[src/rtl/reset_release_sequencer.sv]
// reset_release_sequencer: releases per-stage resets one at a time, gated on each stage's ready, with timeout fault
//   clk, rst_sys_n (async active-low power-on reset), sw_rst_req (1-cycle re-sequence request)
//   stage_ready[i] (stage i init finished), stage_rst_n[i] (active-low reset to stage i)
//   seq_busy, seq_done, timeout_err (sticky), fail_stage (index of timed-out stage)
module reset_release_sequencer #(
  parameter int NUM_STAGES  = 4,
  parameter int SYNC_STAGES = 2,
  parameter int HOLD_CYCLES = 256,
  parameter int STAGE_GAP   = 16,
  parameter int TIMEOUT     = 4096
) (
  input  logic                  clk,
  input  logic                  rst_sys_n,
  input  logic                  sw_rst_req,
  input  logic [NUM_STAGES-1:0] stage_ready,
  output logic [NUM_STAGES-1:0] stage_rst_n,
  output logic                  seq_busy,
  output logic                  seq_done,
  output logic                  timeout_err,
  output logic [2:0]            fail_stage
);
  localparam int HG = HOLD_CYCLES > STAGE_GAP ? HOLD_CYCLES : STAGE_GAP;
  localparam int MX = HG > TIMEOUT ? HG : TIMEOUT;
  localparam int CW = $clog2(MX + 1);
  localparam logic [CW-1:0] HOLD_END = CW'(HOLD_CYCLES - 1);
  localparam logic [CW-1:0] GAP_END  = CW'(STAGE_GAP - 1);
  localparam logic [CW-1:0] TO_END   = CW'(TIMEOUT - 1);
  localparam logic [2:0]    LAST     = 3'(NUM_STAGES - 1);
  typedef enum logic [2:0] {HOLD, RELEASE, WAIT_RDY, GAP, DONE, FAULT} state_t;
  state_t                  state;
  logic [SYNC_STAGES-1:0]  sync_q;
  logic [CW-1:0]           cnt;
  logic [2:0]              idx;
  logic [NUM_STAGES-1:0]   sel;
  logic                    rst_sync_n;
  logic                    rdy;
  assign rst_sync_n = sync_q[SYNC_STAGES-1];
  assign sel        = NUM_STAGES'(1) << idx;
  assign rdy        = |(stage_ready & sel);
  always_ff @(posedge clk or negedge rst_sys_n) begin
    if (!rst_sys_n) begin
      sync_q      <= '0;
      state       <= HOLD;
      cnt         <= '0;
      idx         <= '0;
      stage_rst_n <= '0;
      seq_busy    <= 1'b1;
      seq_done    <= 1'b0;
      timeout_err <= 1'b0;
      fail_stage  <= '0;
    end else begin
      sync_q <= {sync_q[SYNC_STAGES-2:0], 1'b1};
      if (!rst_sync_n) begin
        state <= HOLD;
        cnt   <= '0;
      end else if (sw_rst_req) begin
        state       <= HOLD;
        cnt         <= '0;
        idx         <= '0;
        stage_rst_n <= '0;
        seq_busy    <= 1'b1;
        seq_done    <= 1'b0;
        timeout_err <= 1'b0;
        fail_stage  <= '0;
      end else begin
        case (state)
          HOLD: begin
            state <= cnt == HOLD_END ? RELEASE : HOLD;
            cnt   <= cnt == HOLD_END ? '0 : cnt + CW'(1);
            idx   <= '0;
          end
          RELEASE: begin
            stage_rst_n <= stage_rst_n | sel;
            state       <= WAIT_RDY;
            cnt         <= '0;
          end
          WAIT_RDY: begin
            // ready takes precedence over a coincident timeout
            if (rdy) begin
              state    <= idx == LAST ? DONE : GAP;
              seq_done <= idx == LAST;
              seq_busy <= idx != LAST;
              cnt      <= '0;
            end else if (cnt == TO_END) begin
              state       <= FAULT;
              timeout_err <= 1'b1;
              fail_stage  <= idx;
              cnt         <= '0;
            end else begin
              cnt <= cnt + CW'(1);
            end
          end
          GAP: begin
            state <= cnt == GAP_END ? RELEASE : GAP;
            idx   <= cnt == GAP_END ? idx + 3'd1 : idx;
            cnt   <= cnt == GAP_END ? '0 : cnt + CW'(1);
          end
          default: cnt <= '0;
        endcase
      end
    end
  end
endmodule

[config.mk]
export PLATFORM = sky130hd
export DESIGN_NAME = reset_release_sequencer
export DESIGN_NICKNAME = d
export VERILOG_FILES = /design/src/rtl/reset_release_sequencer.sv
export SDC_FILE = /design/constraint.sdc
export NUM_CORES = 1
export LEC_CHECK = 0
export CORE_UTILIZATION = 30
export DETAILED_ROUTE_END_ITERATION = 8
export GPL_TIMING_DRIVEN = 0
export PLACE_DENSITY = 0.57
export SYNTH_ARGS = -nofsm -noshare
export SYNTH_HDL_FRONTEND = slang
export SYNTH_SLANG_ARGS = --single-unit
[constraint.sdc]
create_clock -name clk -period 2.7 [get_ports clk]
set_clock_uncertainty 0.15 [all_clocks]
set_input_delay 0.27 -clock clk [delete_from_list [all_inputs] [get_ports clk]]
set_output_delay 0.27 -clock clk [all_outputs]
set_load 0.01 [all_outputs]
==> flow_metrics.py <==
metrics = {
    "critical_path": {
        "r2r_slack_ps": 340,
        "crit_path_max_fanout": 7,
        "cpPeakStageDelay_ps": 590,
        "regToRegEndpoint": "fail_stage[1]",
        "cp_slowest_cell": "or4_1",
        "cp_top_family": "simple AND/OR/NAND/NOR gates",
        "startpoint_type": "flop",
        "crit_type": "flop to flop",
        "r2r_start": "idx[0]",
        "worstPathArrival_ps": 2430,
        "critPathBufInv": 2,
        "crit_chain": "inv_1, ha_1, a222oi_1, buf_4, o211ai_1, or4_1, nand3_1",
        "worstPathRequired_ps": 2770,
        "reg2reg_depth": 7,
        "end_kind": "flop",
    },
    "drt": {
        "ant_nets": 0,
        "wl_mm": 3.89,
        "wl_per_cell_um": 14.2,
        "viasPerCell": 5.26,
        "drtIter0Drc": 124,
        "drc": 0,
        "firstDrtPassIters": 4,
        "vias": 1446,
    },
    "global_routing": {
        "grt.total_usage_pct": 13.9,
        "grt_overflow": 0,
        "grt_pass1_wl_mm": 6.73,
        "grt_pass1_vias": 1408,
        "grt_max_degree": 32,
        "antenna_found_initial": 0,
    },
    "finish": {
        "drive_gt1_share_pct": 9.36,
        "num_antenna_cells": 0,
        "layout_commonest_cell": "dfrtp_1",
        "area.growth.synth_to_final_pct": 20.3,
        "layout.cells.non_filler": 275,
        "final_nets": 215,
        "final_cell_mix": "30 x dfrtp_1, 15 x clkdlybuf4s50_1, 12 x nand2_1, 12 x nor3_1, 10 x nand3_1",
    },
    "yosys": {
        "async_flop_share_pct": 100,
        "synth_area_leaders": "dfrtp_1 43%, ha_1 4.3%, xor2_1 3.5%",
        "avgSynthCellArea_sq_um": 9.84,
        "syn_area_sq_um": 1730,
        "synth-seq-area-share_pct": 44.9,
        "yosysTopAreaCellShare_pct": 43.4,
        "synth_ff_type": "dfrtp_1",
        "postSynthCellCount": 176,
        "syn-num-nets": 189,
        "synth_warnings": 0,
        "synth_cell_type_count": 53,
        "synth_seq_cells": 31,
        "yosys.area.top_type": "dfrtp_1",
        "synth_edf_count": 0,
    },
    "floorplanning": {
        "core_sq_um": 5540,
        "die_area_sq_um": 6080,
        "initial_core_util_pct": 31.3,
        "die_y_um": 78.0,
        "io_pins": 17,
        "rows": 27,
        "die_w_um": 78.0,
    },
    "sta": {
        "slew_viol_final": 0,
        "worstMarginPinSlew_ps": 771,
        "max_freq_mhz": 424,
        "setup_viol": 0,
        "fin_crit_sh_pct": 87.4,
        "setup_tns_ps": 0,
        "fin_crit_ps": 2360,
        "hold_violations": 0,
        "rsz0062_at_grt": "no",
        "relSlewSlack_pct": 48.1,
        "layout_setup_ws_ps": 339,
    },
    "worst_hold_path": {
        "holdPathStages": 0,
        "min_from": "sync_q[0]",
        "min-delay-path-class": "flop to flop",
        "min_to": "sync_q[1]",
    },
    "run": {
        "max_cap_violations": 0,
    },
    "clocking": {
        "root_buffer": "clkbuf_8",
        "h-tree-depth": 2,
        "cts_tree": "done",
        "postCtsResizedCells": 0,
        "clkTransAtPathRegs_ps": 70,
        "cts.sinks": 31,
        "cts_buffers": 5,
        "insertion_delay_ps": 280,
        "clockBufferDepth": 2,
    },
    "placed_design": {
        "dp_slack_ps": 58.5,
        "detailed_place_hpwl_mm": 2.75,
        "gp_congestion": 0.865,
        "portBuffers": 16,
        "place_inst": 264,
    },
    "pwr": {
        "leakage_nw": 0.829,
        "vdd_drop_max_uv": 141,
        "p_per_area_nw_per_um2": 444,
    },
    "status": {
        "status": "finished, final reports clean",
    },
}
-- logic make-up (layout without fill, tap and decap cells) --
logic type / Yosys count / count (layout) / share of synthesized area, %
compound gates: 39 / 39 / 16.8
fa+ha+maj: 6 / 6 / 4.34
other cells: 1 / 1 / 0.217
buf+inv: 14 / 41 / 3.47
flops: 31 / 31 / 44.9
xor+xnor: 10 / 10 / 5.06
simple gates: 74 / 74 / 24.6
mux: 1 / 1 / 0.578
-- layout make-up --
cell class | count | area, sq um
fill | 597 | 3460
sequential | 31 | 777
clock inverter | 1 | 5.00
clock buffer | 7 | 76.3
multi-input combinational | 131 | 895
inverter | 5 | 18.8
timing repair buffer | 19 | 180
buffer | 9 | 41.3
tap | 72 | 90.1
-- worst reg2reg max path, cell delays in order (launching register included) --
cell and delay, ps:
dfrtp_1 450, inv_1 120, ha_1 230, a222oi_1 270, buf_4 190, o211ai_1 200, or4_1 590, nand3_1 100
-- report_power, final --
part	switching, mW	internal, mW	leakage [nW]
sequential	0.00993	0.481	0.419
combinational	0.0444	0.0422	0.367
clock	0.168	0.181	0.0422
-- timing repair --
action,in CTS,in global routing
endpoints found under the hold margin,30,0
hold buffers,1,0
buffers inserted,0,2
setup endpoints to repair,0,3
-- cells in the mapped netlist, drive strengths merged (3+ instances only) --
cell type,number
a21oi,9
buf,3
clkbuf,6
dfrtp,30
ha,6
inv,5
nand2,12
nand2b,5
nand3,10
nand4,5
nor2,6
nor3,12
nor3b,4
o211ai,4
or4,5
xnor2,3
xor2,7
-- state kept, by name, indices dropped and copies added, names as in the netlist --
register and flops:
state 3, stage_rst_n 4, cnt 13, sync_q 2
fail_stage 3, timeout_err 1, seq_done 1, idx 3
seq_busy 1
-- worst max-delay path by stage --
stage                                to  depth (start not counted)    from
after floorplan           fail_stage[1]                          6  idx[0]
after global placement    fail_stage[1]                          6  idx[0]
after detailed placement  fail_stage[1]                          6  idx[0]
after CTS                 fail_stage[1]                          6  idx[0]
after global routing      fail_stage[1]                          7  idx[1]
final                     fail_stage[1]                          7  idx[0]
-- through the flow --
step           util, %  power, mW  hold WS [ps]  instance area [sq um]
6_report          37.6      0.926           198                   2080
5_1_grt           37.6      0.970           212                   2080
4_1_cts           37.3      0.939           201                   2070
3_5_place_dp      35.7      0.584           187                   1980
3_3_place_gp      35.8      0.584           183                   1980
2_1_floorplan        -      0.534          -176                   1730
-- per-layer routing --
| layer | GRT usage (%) | up-vias | share of wire, % |
|---|---|---|---|
| li1 | - | 718 | - |
| met1 | 19.7 | 692 | 50 |
| met2 | 21.5 | 32 | 44 |
| met3 | 2.24 | 4 | 4.1 |
| met4 | 4.44 | 0 | 1.1 |
| met5 | 0 | - | 0 |
Note: power is estimated with default switching activity, not from simulation.
